**config.mk**
```make
export PLATFORM = sky130hd
export DESIGN_NAME = mem_arbiter
export DESIGN_NICKNAME = d
export VERILOG_FILES = /design/src/rtl/mem_arb_pkg.sv /design/src/rtl/arb_streak_ctr.sv /design/src/rtl/mem_arbiter.sv
export SDC_FILE = /design/constraint.sdc
export NUM_CORES = 1
export LEC_CHECK = 0
export CAP_MARGIN = 20
export CORE_AREA = 4 4 95 97
export CTS_CLUSTER_SIZE = 24
export DETAILED_ROUTE_END_ITERATION = 8
export DIE_AREA = 0 0 99 101
export PLACE_DENSITY = 0.73
export SLEW_MARGIN = 30
export SYNTH_ARGS = -nofsm -noshare
export SYNTH_HDL_FRONTEND = slang
export SYNTH_SLANG_ARGS = --single-unit
```
**constraint.sdc**
```tcl
create_clock -name clk -period 2.6 [get_ports clk]
set_clock_uncertainty 0.15 [all_clocks]
set_input_delay 0.39 -clock clk [delete_from_list [all_inputs] [get_ports clk]]
set_output_delay 0.39 -clock clk [all_outputs]
set_load 0.1 [all_outputs]
```
**src/rtl/mem_arb_pkg.sv**
```systemverilog
// Shared encodings and defaults for the fetch/data SRAM arbiter.
package mem_arb_pkg;
   typedef logic [1:0] owner_t;

   localparam owner_t OWN_NONE = 2'd0;
   localparam owner_t OWN_I    = 2'd1;
   localparam owner_t OWN_D    = 2'd2;

   localparam int STRB_W             = 4;
   localparam int MAX_STREAK_DEFAULT = 4;
endpackage

```
**src/rtl/arb_streak_ctr.sv**
```systemverilog
// Saturating count of consecutive data grants taken while fetch was waiting.
module arb_streak_ctr
   import mem_arb_pkg::*;
#(
   parameter int LIMIT = MAX_STREAK_DEFAULT
) (
   input  logic clk,
   input  logic rst,
   input  logic inc,
   input  logic clr,
   output logic starve
);
   localparam logic [3:0] LIMIT_C = 4'(LIMIT);

   logic [3:0] count_d;
   logic [3:0] count_q;

   always_comb begin
      count_d = count_q;
      if (clr) begin
         count_d = 4'd0;
      end else if (inc && (count_q < LIMIT_C)) begin
         count_d = count_q + 4'd1;
      end
   end

   always_ff @(posedge clk) begin
      if (rst) begin
         count_q <= 4'd0;
      end else begin
         count_q <= count_d;
      end
   end

   assign starve = (count_q >= LIMIT_C);
endmodule

```
**src/rtl/mem_arbiter.sv**
```systemverilog
// Shares one single-port word SRAM between instruction fetch and data access,
// routing the 1-cycle read data back to whichever port issued the read.
module mem_arbiter
   import mem_arb_pkg::*;
#(
   parameter int ADDR_W     = 10,
   parameter int MAX_STREAK = MAX_STREAK_DEFAULT
) (
   input  logic              clk,
   input  logic              rst,
   input  logic              i_req,
   input  logic [31:0]       i_addr,
   output logic              i_gnt,
   output logic              i_rvalid,
   output logic [31:0]       i_rdata,
   input  logic              d_req,
   input  logic              d_we,
   input  logic [31:0]       d_addr,
   input  logic [31:0]       d_wdata,
   input  logic [STRB_W-1:0] d_wstrobe,
   output logic              d_gnt,
   output logic              d_rvalid,
   output logic [31:0]       d_rdata,
   output logic              m_en,
   output logic [STRB_W-1:0] m_we,
   output logic [ADDR_W-1:0] m_addr,
   output logic [31:0]       m_wdata,
   input  logic [31:0]       m_rdata
);
   logic        starve;
   logic        i_win;
   logic        d_win;
   logic [31:0] sel_addr;
   logic        unused_addr_bits;
   owner_t      owner_d;
   owner_t      owner_q;

   // Data wins contention until fetch has been starved for MAX_STREAK grants.
   always_comb begin
      d_win = d_req && (!i_req || !starve);
      i_win = i_req && !d_win;
   end

   assign d_gnt = d_win && !rst;
   assign i_gnt = i_win && !rst;

   arb_streak_ctr #(
      .LIMIT (MAX_STREAK)
   ) u_streak (
      .clk    (clk),
      .rst    (rst),
      .inc    (d_gnt && i_req),
      .clr    (i_gnt || !i_req),
      .starve (starve)
   );

   assign sel_addr         = d_gnt ? d_addr : i_addr;
   assign m_addr           = sel_addr[ADDR_W+1:2];
   assign unused_addr_bits = ^{sel_addr[31:ADDR_W+2], sel_addr[1:0]};
   assign m_en             = i_gnt || d_gnt;
   assign m_we             = (d_gnt && d_we) ? d_wstrobe : '0;
   assign m_wdata          = d_wdata;

   // Writes return nothing, so only reads record an owner for the next cycle.
   always_comb begin
      owner_d = OWN_NONE;
      if (i_gnt) begin
         owner_d = OWN_I;
      end else if (d_gnt && !d_we) begin
         owner_d = OWN_D;
      end
   end

   always_ff @(posedge clk) begin
      if (rst) begin
         owner_q <= OWN_NONE;
      end else begin
         owner_q <= owner_d;
      end
   end

   // Gating with rst keeps a read that was in flight at reset from surfacing.
   assign i_rvalid = (owner_q == OWN_I) && !rst;
   assign d_rvalid = (owner_q == OWN_D) && !rst;
   assign i_rdata  = m_rdata;
   assign d_rdata  = m_rdata;
endmodule

```
==> metrics.csv <==
stage,metric,value,unit
outcome,status,"complete, no violations",
synthesis,synth_fa_ha_area_frac,0.0110,
floorplan,die_w,99,um
sta,fin_crit_sh,0.901,
floorplan,die-area,0.0100,mm^2
critical_path,start_kind,primary input,
clocking,cts_tree,built,
clocking,cts_hold_buf,0,
clocking,cts.repair.resized,0,
synthesis,synth_compound_area_frac,0.0208,
critical_path,crit_top_cell,buf_12,
detailed_routing,wire_per_inst,12.2,um
floorplan,std_cell_rows,33,
synthesis,syn_area,0.00114,mm^2
synthesis,synth_xor_area_frac,0,
sta,fmax,0.427,GHz
detailed_routing,drc,0,
place,io_buffers,47,
clocking,insertion_delay,0.22,ns
global_routing,grt_overflow,0,
synthesis,seq_area_frac_synth,0.105,
sta,worst_hold_slack,0.279,ns
sta,finalHoldViolations,0,
clocking,cts_sinks,6,
synthesis,syn_inst,135,
floorplan,die_h,101,um
power_and_ir_drop,finalPower,0.000534,W
synthesis,yosys_register_bits,6,
floorplan,start_util,0.140,
sta,tns,0,ns
cells_and_area,final_design_area_no_fill,0.00129,mm^2
synthesis,synthesis.nets,273,
clocking,root_buffer,clkbuf_8,
critical_path,crit_chain,clkdlybuf4s50_1 > nand3b_2 > buf_12 > mux2_4 > buf_12,
global_routing,antenna_found_initial,0,
critical_path,slowest_delay,0.55,ns
synthesis,synth_area_per_cell,8.46,um^2
detailed_routing,ant_nets,0,
detailed_routing,wirelength,2380,um
global_routing,grt_max_degree,10,
critical_path,end_kind,output port,
clocking,path_clk_slew,0.04,ns
synthesis,synth-simple-area-share,0.0876,
clocking,clockBufferDepth,2,
critical_path,crit_arrival,1.80,ns
cells_and_area,diodes,0,
place,finalWeightedCongestion,0.617,
clocking,cts_made_buffers,3,
clocking,htreeDepth,1,
synthesis,muxShareOfSynthArea,0.128,
sta,setup_viol,0,
critical_path,crit_type,primary input to output port,
cells_and_area,drive_above_1_share,0.478,
sta,final_max_slew_viol_count,0,
global_routing,grt_pass1_vias,668,
place,place_inst,192,
cells_and_area,syn_to_final_growth,12.6,%
critical_path,ff2ff_path_depth,3,
floorplan,boundaryPins,252,
place,dpl_cell_area,0.00124,mm^2
synthesis,synth_cell_types,17,
critical_path,required,2.06,ns
detailed_routing,first_pass_iters,2,
power_and_ir_drop,power.density,415,mW/mm^2
synthesis,synth_top_family_by_area,buffers and inverters,
global_routing,grt_use_total,0.0439,
critical_path,cp_max_fo,9,
cells_and_area,finalNonFillerCells,195,
detailed_routing,drtIter0Drc,5,
sta,fin_crit,2.34,ns
clocking,post_cts_buffers,0,
cells_and_area,fin_nets,230,
sta,rsz0062_at_grt,no,
power_and_ir_drop,p_leak,0.544,nW
critical_path,critical_path.slowest_cell,clkdlybuf4s50_1,
detailed_routing,routed_via_density,2.91,
power_and_ir_drop,ir_worst_vdd,0.251,mV
global_routing,grt_pass1_wl,3340,um
min_path,hold_class,flop to flop,
run,drv_cap,0,
min_path,holdPathStages,1,
synthesis,yosys_warnings,0,
place,dpl.hpwl,2090,um
floorplan,core_area,0.00813,mm^2
detailed_routing,vias,568,
-- synth_stat cells --
master    instances  share of area
buf_4            96           0.63
mux2_4            9           0.12
dfxtp_1           6           0.11
and3_1            5          0.027
nor2_1            4          0.013
a21boi_0          2          0.013
and2_1            2          0.011
nor3b_1           2          0.013
and2b_2           1         0.0077
buf_6             1         0.0099
conb_1            1         0.0033
ha_1              1          0.011
inv_1             1         0.0033
mux2_2            1         0.0099
nand3b_2          1         0.0099
nor2b_1           1         0.0055
o21ai_2           1         0.0077
-- routing by layer --
metal | up-vias | global-route usage | wire, um
met3 | 46 | 0.0242 | 376
met2 | 46 | 0.0604 | 1010
met4 | 0 | 0.0756 | 352
met5 | - | 0 | 0
li1 | 240 | - | -
met1 | 236 | 0.0334 | 638
-- critical path, delay by kind of cell --
kind          cells  cell delay (ns)
mux               1             0.32
simple gates      1             0.17
buf+inv           3             0.91
-- stage by stage --
| stage | setup WS, ns | utilization |
|---|---|---|
| floorplan | 0.00499 | - |
| global placement | 0.242 | 0.153 |
| detailed placement | 0.235 | 0.153 |
| CTS | 0.235 | 0.158 |
| global route | 0.198 | 0.158 |
| finish | 0.257 | 0.158 |
-- path summary, 6_finish.rpt --
kind	slack (ns)	from	to
setup / recovery	0.26	d_req	m_addr[4]
hold / removal	0.28	u_streak.count_q[0]$_SDFFE_PP0P_	u_streak.count_q[0]$_SDFFE_PP0P_
setup reg to reg	1.57	u_streak.count_q[3]$_SDFFE_PP0P_	u_streak.count_q[0]$_SDFFE_PP0P_
hold reg to reg	0.28	u_streak.count_q[0]$_SDFFE_PP0P_	u_streak.count_q[0]$_SDFFE_PP0P_
-- power breakdown --
group,total [W],internal (W),switching [W]
Combinational,0.000296,0.000129,0.000167
Sequential,0.0000971,0.0000953,0.00000174
Clock,0.000140,0.0000995,0.0000409
Total,0.000534,0.000324,0.000210
-- flip-flops by register name, summed over array words and instances, names as in the netlist --
register and count:
owner_q 2, u_streak.count_q 4
-- layout make-up --
cell class                      instances  area, um^2
Fill cell                             893        6850
Timing Repair Buffer                   49         688
Multi-Input combinational cell         31         302
Tap cell                              105         131
Sequential cell                         6         120
Clock buffer                            3        41.3
Inverter                                1        3.75
-- logic make-up after synthesis --
group | after synthesis
AOI/OAI and AO/OA | 3
adders and majority gates | 1
buffers and inverters | 98
DFF | 6
muxes | 10
other | 1
and+or+nand+nor | 16
-- placed cells by master (no fill, tap or decap), drive strengths merged, types with 2 or more instances in the layout --
master / instances
nor3b: 2
and2: 2
nor2: 4
clkdlybuf4s50: 28
buf: 21
clkbuf: 3
mux2: 10
and3: 5
dfxtp: 6
a21boi: 2
Note: power is estimated with default switching activity, not from simulation.
